### config.mk
export PLATFORM = sky130hd
export DESIGN_NAME = proc_clk_seq
export DESIGN_NICKNAME = d
export VERILOG_FILES = /design/src/rtl/proc_clk_seq.sv
export SDC_FILE = /design/constraint.sdc
export NUM_CORES = 1
export LEC_CHECK = 0
export BUFFER_PORTS_ARGS = -buffer_cell sky130_fd_sc_hd__buf_2
export CORE_UTILIZATION = 35
export CTS_BUF_LIST = sky130_fd_sc_hd__clkbuf_8
export DETAILED_ROUTE_END_ITERATION = 7
export GPL_TIMING_DRIVEN = 0
export PLACE_DENSITY_LB_ADDON = 0.1
export RECOVER_POWER = 100
export SETUP_SLACK_MARGIN = 0.4
export SLEW_MARGIN = 5
export SYNTH_ARGS = -nofsm -noshare
export SYNTH_HDL_FRONTEND = slang
export SYNTH_SLANG_ARGS = --single-unit
### constraint.sdc
create_clock -name clk_in -period 1.85 [get_ports clk_in]
set_input_delay 0.0925 -clock clk_in [delete_from_list [all_inputs] [get_ports clk_in]]
set_output_delay 0.0925 -clock clk_in [all_outputs]
set_load 0.1 [all_outputs]
### src/rtl/proc_clk_seq.sv
// Processor clock sequencer: startup delay, run/halt/single-step control of the
// clk_div8 gate enable, which only ever changes just after clk_div8 falls.
module proc_clk_seq #(
    parameter int STARTUP_PERIODS = 4,
    parameter int CNT_W           = 16
) (
    input  logic             clk_in,
    input  logic             rst_async_n,
    input  logic             clk_div8,
    input  logic             rst_sync_n,
    input  logic             halt_req,
    input  logic             resume_req,
    input  logic             step_req,
    output logic             en_clk_div8,
    output logic             running,
    output logic             halted,
    output logic             step_done,
    output logic [CNT_W-1:0] period_cnt
);

    typedef enum logic [2:0] {IDLE, STARTUP, RUN, HALTED, STEP} state_t;

    localparam logic [3:0]       START_LD = 4'(STARTUP_PERIODS);
    localparam logic [CNT_W-1:0] CNT_ONE  = {{(CNT_W-1){1'b0}}, 1'b1};

    state_t     state;
    logic       div8_q;
    logic       rs_meta;
    logic       rs_s;
    logic       pend_resume;
    logic       pend_step;
    logic [3:0] startup_cnt;
    logic       commit;

    // Falling edge of clk_div8 seen: it now stays low for 3 more clk_in edges,
    // so switching the gate enable here cannot chop a high phase.
    assign commit = div8_q & ~clk_div8;

    always_ff @(posedge clk_in or negedge rst_async_n) begin
        if (!rst_async_n) begin
            div8_q  <= 1'b0;
            rs_meta <= 1'b0;
            rs_s    <= 1'b0;
        end else begin
            div8_q  <= clk_div8;
            rs_meta <= rst_sync_n;
            rs_s    <= rs_meta;
        end
    end

    always_ff @(posedge clk_in or negedge rst_async_n) begin
        if (!rst_async_n) begin
            period_cnt <= '0;
        end else if (commit && en_clk_div8) begin
            period_cnt <= period_cnt + CNT_ONE;
        end
    end

    always_ff @(posedge clk_in or negedge rst_async_n) begin
        if (!rst_async_n) begin
            state       <= IDLE;
            en_clk_div8 <= 1'b0;
            running     <= 1'b0;
            halted      <= 1'b0;
            step_done   <= 1'b0;
            pend_resume <= 1'b0;
            pend_step   <= 1'b0;
            startup_cnt <= START_LD;
        end else begin
            step_done <= 1'b0;
            if (!rs_s) begin
                // Manager reset overrides everything without waiting for a commit edge.
                state       <= IDLE;
                en_clk_div8 <= 1'b0;
                running     <= 1'b0;
                halted      <= 1'b0;
                pend_resume <= 1'b0;
                pend_step   <= 1'b0;
            end else begin
                case (state)
                    IDLE: begin
                        en_clk_div8 <= 1'b0;
                        startup_cnt <= START_LD;
                        state       <= STARTUP;
                    end
                    STARTUP: begin
                        if (commit) begin
                            if (startup_cnt == 4'd1) begin
                                if (halt_req) begin
                                    state  <= HALTED;
                                    halted <= 1'b1;
                                end else begin
                                    state       <= RUN;
                                    en_clk_div8 <= 1'b1;
                                    running     <= 1'b1;
                                end
                            end
                            startup_cnt <= startup_cnt - 4'd1;
                        end
                    end
                    RUN: begin
                        if (commit && halt_req) begin
                            state       <= HALTED;
                            en_clk_div8 <= 1'b0;
                            running     <= 1'b0;
                            halted      <= 1'b1;
                        end
                    end
                    HALTED: begin
                        if (commit && pend_resume) begin
                            state       <= RUN;
                            en_clk_div8 <= 1'b1;
                            running     <= 1'b1;
                            halted      <= 1'b0;
                            pend_resume <= 1'b0;
                            pend_step   <= 1'b0;
                        end else if (commit && pend_step) begin
                            state       <= STEP;
                            en_clk_div8 <= 1'b1;
                            halted      <= 1'b0;
                            pend_step   <= 1'b0;
                        end else if (resume_req) begin
                            pend_resume <= 1'b1;
                            pend_step   <= 1'b0;
                        end else if (step_req && !pend_resume) begin
                            pend_step <= 1'b1;
                        end
                    end
                    STEP: begin
                        if (commit) begin
                            state       <= HALTED;
                            en_clk_div8 <= 1'b0;
                            halted      <= 1'b1;
                            step_done   <= 1'b1;
                        end
                    end
                    default: begin
                        state       <= IDLE;
                        en_clk_div8 <= 1'b0;
                        running     <= 1'b0;
                        halted      <= 1'b0;
                    end
                endcase
            end
        end
    end

endmodule

[Word-level counts from Yosys, hierarchy flattened]
Index checks and enable logic that the tools add are counted.
Word-level totals
  bits in registers: 32
  input port bits: 7
  output and inout bits: 20
  logic and storage cells: 98
Operators by class
  add/sub/neg operators: 2
  equality and inequality tests: 20
  multiplexer cells: 46
  bitwise operators: 2
  reduce and logical (&&, ||, !) cells: 16
Operators by type and width (count)
  2-to-1 mux 1 bit: 33
  inequality test 3 bit, second input constant: 8
  2-to-1 mux 3 bit: 7
  adder 16 x 1 -> 16 bit, second input constant: 1
  one-hot mux 3 bit (5 select lines): 1
  AND reduction 6 bit: 2
  one-hot mux 1 bit (4 select lines): 2
  one-hot mux 4 bit (2 select lines): 1
  AND reduction 7 bit: 1
  equality test 3 x 2 -> 1 bit, second input constant: 2
  inequality test 2 bit, second input constant: 3
  AND reduction 3 bit: 2
  logical AND 1 bit: 5
  inequality test 5 x 2 -> 1 bit, second input constant: 1
  one-hot mux 1 bit (5 select lines): 1
  AND reduction 5 bit: 1
  equality test 4 x 1 -> 1 bit, second input constant: 1
  2-to-1 mux 4 bit: 1
  inequality test 4 bit, second input constant: 1
  subtractor 4 x 1 -> 4 bit, second input constant: 1
  equality test 3 x 1 -> 1 bit, second input constant: 1
  equality test 3 bit, second input constant: 1
  logical NOT 3 bit: 1
  inequality test 3 x 2 -> 1 bit, second input constant: 1
  7 further kinds: 7

[Logic depth before layout (Yosys ltp)]
  depth after elaboration: 8
  depth in mapped cells: 6

[Worst setup path before layout]
Ideal clock, no wire load.
  kind: reg2reg
  start point: register period_cnt[0]
  end point: register period_cnt[14]
  setup time: 0.158 ns
  data arrival time: 2.084 ns
  required time: 1.692 ns
  slack: -0.392 ns
  cell stages (with the launch flop): 6
  path buffers: 0
  path through: dfrtp_1 ha_1 nand4b_1 nor4_1 nand4_1 xnor2_1
Between the ends
  cells in the longest elaborated chain, start to end: 1
RTL lines
  start, declared: RTL line 18  | output logic [CNT_W-1:0] period_cnt
  start signal, assigned: RTL line 55  | period_cnt <= period_cnt + CNT_ONE;
  adder 16 x 1 -> 16 bit: RTL line 55
No other way between the ends.
A chain may end at the register's enable or synchronous reset.

[Worst setup path after layout]
  start point: register div8_q
  end point: register state[1]
Between the ends
  cells in the longest elaborated chain, start to end: 5
RTL lines
  start, declared: RTL line 27  | logic div8_q;
  start signal, assigned: RTL line 45  | div8_q <= clk_div8;
  bitwise AND 1 bit (*): RTL line 37  | assign commit = div8_q & ~clk_div8;
  logical AND 1 bit: RTL line 110  | if (commit && pend_resume) begin
  2-to-1 mux 3 bit: RTL line 110
  one-hot mux 3 bit (5 select lines): RTL line 80  | case (state)
  2-to-1 mux 3 bit: RTL line 71  | if (!rs_s) begin
  end signal, assigned: RTL line 73  | state <= IDLE;
  end signal, assigned: RTL line 84  | state <= STARTUP;
  end signal, assigned: RTL line 111  | state <= RUN;
  end, declared: RTL line 26  | state_t state;
Every way passes the cells marked *; elsewhere a longest branch is shown, timed or not.

==> out/metrics.csv <==
stage;metric;value;unit
status;status;completed;
timing;fmax;581;MHz
grt;grt-ovfl-total;0;
synth;yosysWarnings;0;
final_layout;fin_nets;242;
placement;dpl_worst_slack;0.136;ns
power_and_ir_drop;ir_drop;561;uV
job;cap_violations;0;
clock_network;htreeDepth;2;
timing;tightest_slew;1.16;ns
setup_path;r2r_end;state[1];
timing;setup_viol;0;
detailed_routing;met1_length;1920;um
synth;synth_cell_type_count;54;
timing;fin_crit_sh;93.0;%
final_layout;drive_above_1_share;45.1;%
timing;relSlewSlack;22.9;%
timing;hold_viol;0;
floorplan;initial_core_util;36.6;%
synth;syn-num-nets;177;
placement;port_buffers;26;
setup_path;start_kind;flop;
timing;whs;0.0981;ns
setup_path;arrival;1.87;ns
floorplan;core-area;4720;um^2
synth;ys_ff_latch;32;
grt;grt_usage;17.7;%
final_layout;layout_commonest_cell;clkbuf_2;
synth;synthFlopType;dfrtp_1;
final_layout;instances_no_fill;300;
floorplan;die_w;72.3;um
detailed_routing;wirelength;4410;um
timing;rsz0062_at_grt;true;
synth;ys_async_sr_fraction;100;%
setup_path;crit_start;div8_q;
clock_network;clockRootBuffer;clkbuf_8;
final_layout;layout_common_cells;20 x clkbuf_2, 17 x buf_4, 15 x dfrtp_1;
synth;ys_seq_area_share;46.4;%
final_layout;nFillCells;432;
placement;hpwl;2780;um
power_and_ir_drop;finalPower;0.00329;W
final_layout;diodes;0;
floorplan;rows;25;
power_and_ir_drop;power_density;1330;nW/um^2
detailed_routing;drc;0;
timing;setup_slack;0.129;ns
detailed_routing;drtIter0Drc;64;
synth;synthCells;167;
setup_path;r2r_slack;0.13;ns
setup_path;cp-end-kind;flop;
grt;antenna_found_initial;0;
detailed_routing;drt_pass1_iterations;4;
synth;synth_area;1730;um^2
grt;grt_start_max_net_pins;33;
timing;finalSetupTns;0;ns
setup_path;worst_ep_required_time;2.00;ns
grt;grt_pass1_wl;7020;um
detailed_routing;ant_nets;0;
grt;grt_pass1_vias;1476;
placement;gp_congestion;0.825;
setup_path;setup.worst_path.end;state[1];
clock_network;cts_buffer_depth;2;
clock_network;cts_buffers;5;
floorplan;fp.dieH;72.3;um
final_layout;syn2layout_area_growth;42.8;%
synth;avgSynthCellArea;10.3;um^2
clock_network;cts.clk_slew.worst_paths;0.07;ns
timing;fin_crit;1.72;ns
setup_path;worst-setup-path-type;flop to flop;
synth;synth_edf_count;0;
detailed_routing;dr_wl_met3;157;um
placement;place_inst;260;
detailed_routing;wl_met2;2220;um
detailed_routing;dr_total_vias;1507;
power_and_ir_drop;p_leak;1.10;nW
clock_network;clock_latency;0.28;ns
setup_path;worst_r2r_path_depth;6;
detailed_routing;vias_per_cell;5.02;
timing;maxSlewViolCount;0;
setup_path;crit-reg2reg-launch;div8_q;
detailed_routing;top_layer_used;met4;
clock_network;cts_tree;done;
worst_hold_path;hold_path.class;input pin to flop;
detailed_routing;avgRoutedWirePerCell;14.7;um
clock_network;cts_sinks;32;
setup_path;crit_fanout;6;
timing;finClkSkew;0.00799;ns
floorplan;num_io_pins;27;
floorplan;dieArea;5220;um^2
-- where the power goes --
| group | internal (W) | leakage [nW] | total [W] | switching, W |
|---|---|---|---|---|
| combinational | 0.000676 | 0.657 | 0.00168 | 0.00100 |
| clock | 0.000297 | 0.0510 | 0.000557 | 0.000261 |
| sequential | 0.000875 | 0.394 | 0.00105 | 0.000177 |
-- synth_stat cells, types with 2 or more instances --
master | count | area (um^2)
nor3b_1 | 2 | 15.0
buf_2 | 2 | 10.0
a22o_1 | 2 | 17.5
nor2_1 | 12 | 45.0
nor3_1 | 2 | 10.0
dfrtp_1 | 31 | 776
and3b_1 | 2 | 17.5
o21ai_1 | 2 | 10.0
nor2b_1 | 4 | 25.0
clkbuf_1 | 2 | 7.51
and3_1 | 3 | 18.8
nand4_1 | 6 | 37.5
nand2_1 | 16 | 60.1
nand3b_1 | 2 | 15.0
nand2b_1 | 2 | 12.5
o22ai_1 | 4 | 25.0
o21ai_0 | 2 | 10.0
inv_1 | 5 | 18.8
nor4b_2 | 2 | 30.0
mux2_2 | 2 | 22.5
xor2_1 | 4 | 35.0
nand3_1 | 2 | 10.0
xnor2_1 | 12 | 105
ha_1 | 3 | 37.5
a21oi_1 | 7 | 35.0
mux2i_1 | 3 | 30.0
buf_4 | 2 | 15.0
nor4_1 | 3 | 18.8
-- final cells by class --
cell class | count | area, um^2 | area share (%)
multi-input cells | 123 | 981 | 39.8
inverters | 5 | 18.8 | 0.761
flip-flops and latches | 32 | 847 | 34.3
clock inverters | 2 | 10.0 | 0.406
well taps | 67 | 83.8 | 3.40
clock buffers | 6 | 82.6 | 3.35
plain buffers | 7 | 62.6 | 2.54
repair buffers | 58 | 382 | 15.5
-- metal layers --
layer | global-route usage (%) | vias to the layer above
li1 | - | 729
met1 | 20.5 | 733
met2 | 31.5 | 33
met3 | 4.17 | 12
met4 | 7.19 | 0
met5 | 0 | -
-- worst min path at each step --
stage,from,end,slack [ns],cells past startpoint
floorplan,rst_async_n,div8_q,-0.20,0
global placement,rst_async_n,period_cnt[5],0.19,1
detailed placement,rst_async_n,period_cnt[2],0.20,1
CTS,step_req,pend_step,0.11,3
global route,resume_req,pend_resume,0.12,3
finish,step_req,pend_step,0.1,3
-- cells by family after synthesis --
group	after synthesis	synth area share, %
muxes	7	4.56
AOI/OAI and AO/OA	27	10.9
adders and majority gates	3	2.17
and+or+nand+nor	70	24.3
DFF	32	46.4
buffers and inverters	12	3.62
xor gates and xnor gates	16	8.11
-- registers in the layout, summed over array words and instances (netlist names) --
| name | flops |
|---|---|
| period_cnt | 16 |
| startup_cnt | 4 |
| state | 3 |
| div8_q | 1 |
| en_clk_div8 | 1 |
| halted | 1 |
| pend_resume | 1 |
| pend_step | 1 |
| rs_meta | 1 |
| rs_s | 1 |
| running | 1 |
| step_done | 1 |
-- timing repair --
action / 4_1_cts / 5_1_grt
hold buffers: 3 / 0
resized for setup: 14 / 29
buffers inserted: 18 / 11
endpoints found under the setup margin: 15 / 21
pin swaps: 12 / 17
hold endpoints to repair: 33 / 0
-- worst max-delay path, stage by stage, from the launching register on --
cell and delay [ns]:
dfrtp_1 0.44, and2b_1 0.26, buf_8 0.15, clkbuf_1 0.20
nand2_2 0.11, o22ai_1 0.08, or3_4 0.34
-- metrics by stage --
stage                     area, um^2  utilization, %
after detailed placement        2020            42.7
after floorplan                 1800               -
final                           2470            52.2
after global placement          2020            42.7
after global routing            2470            52.2
after CTS                       2330            49.3
Note: power is estimated with default switching activity, not from simulation.
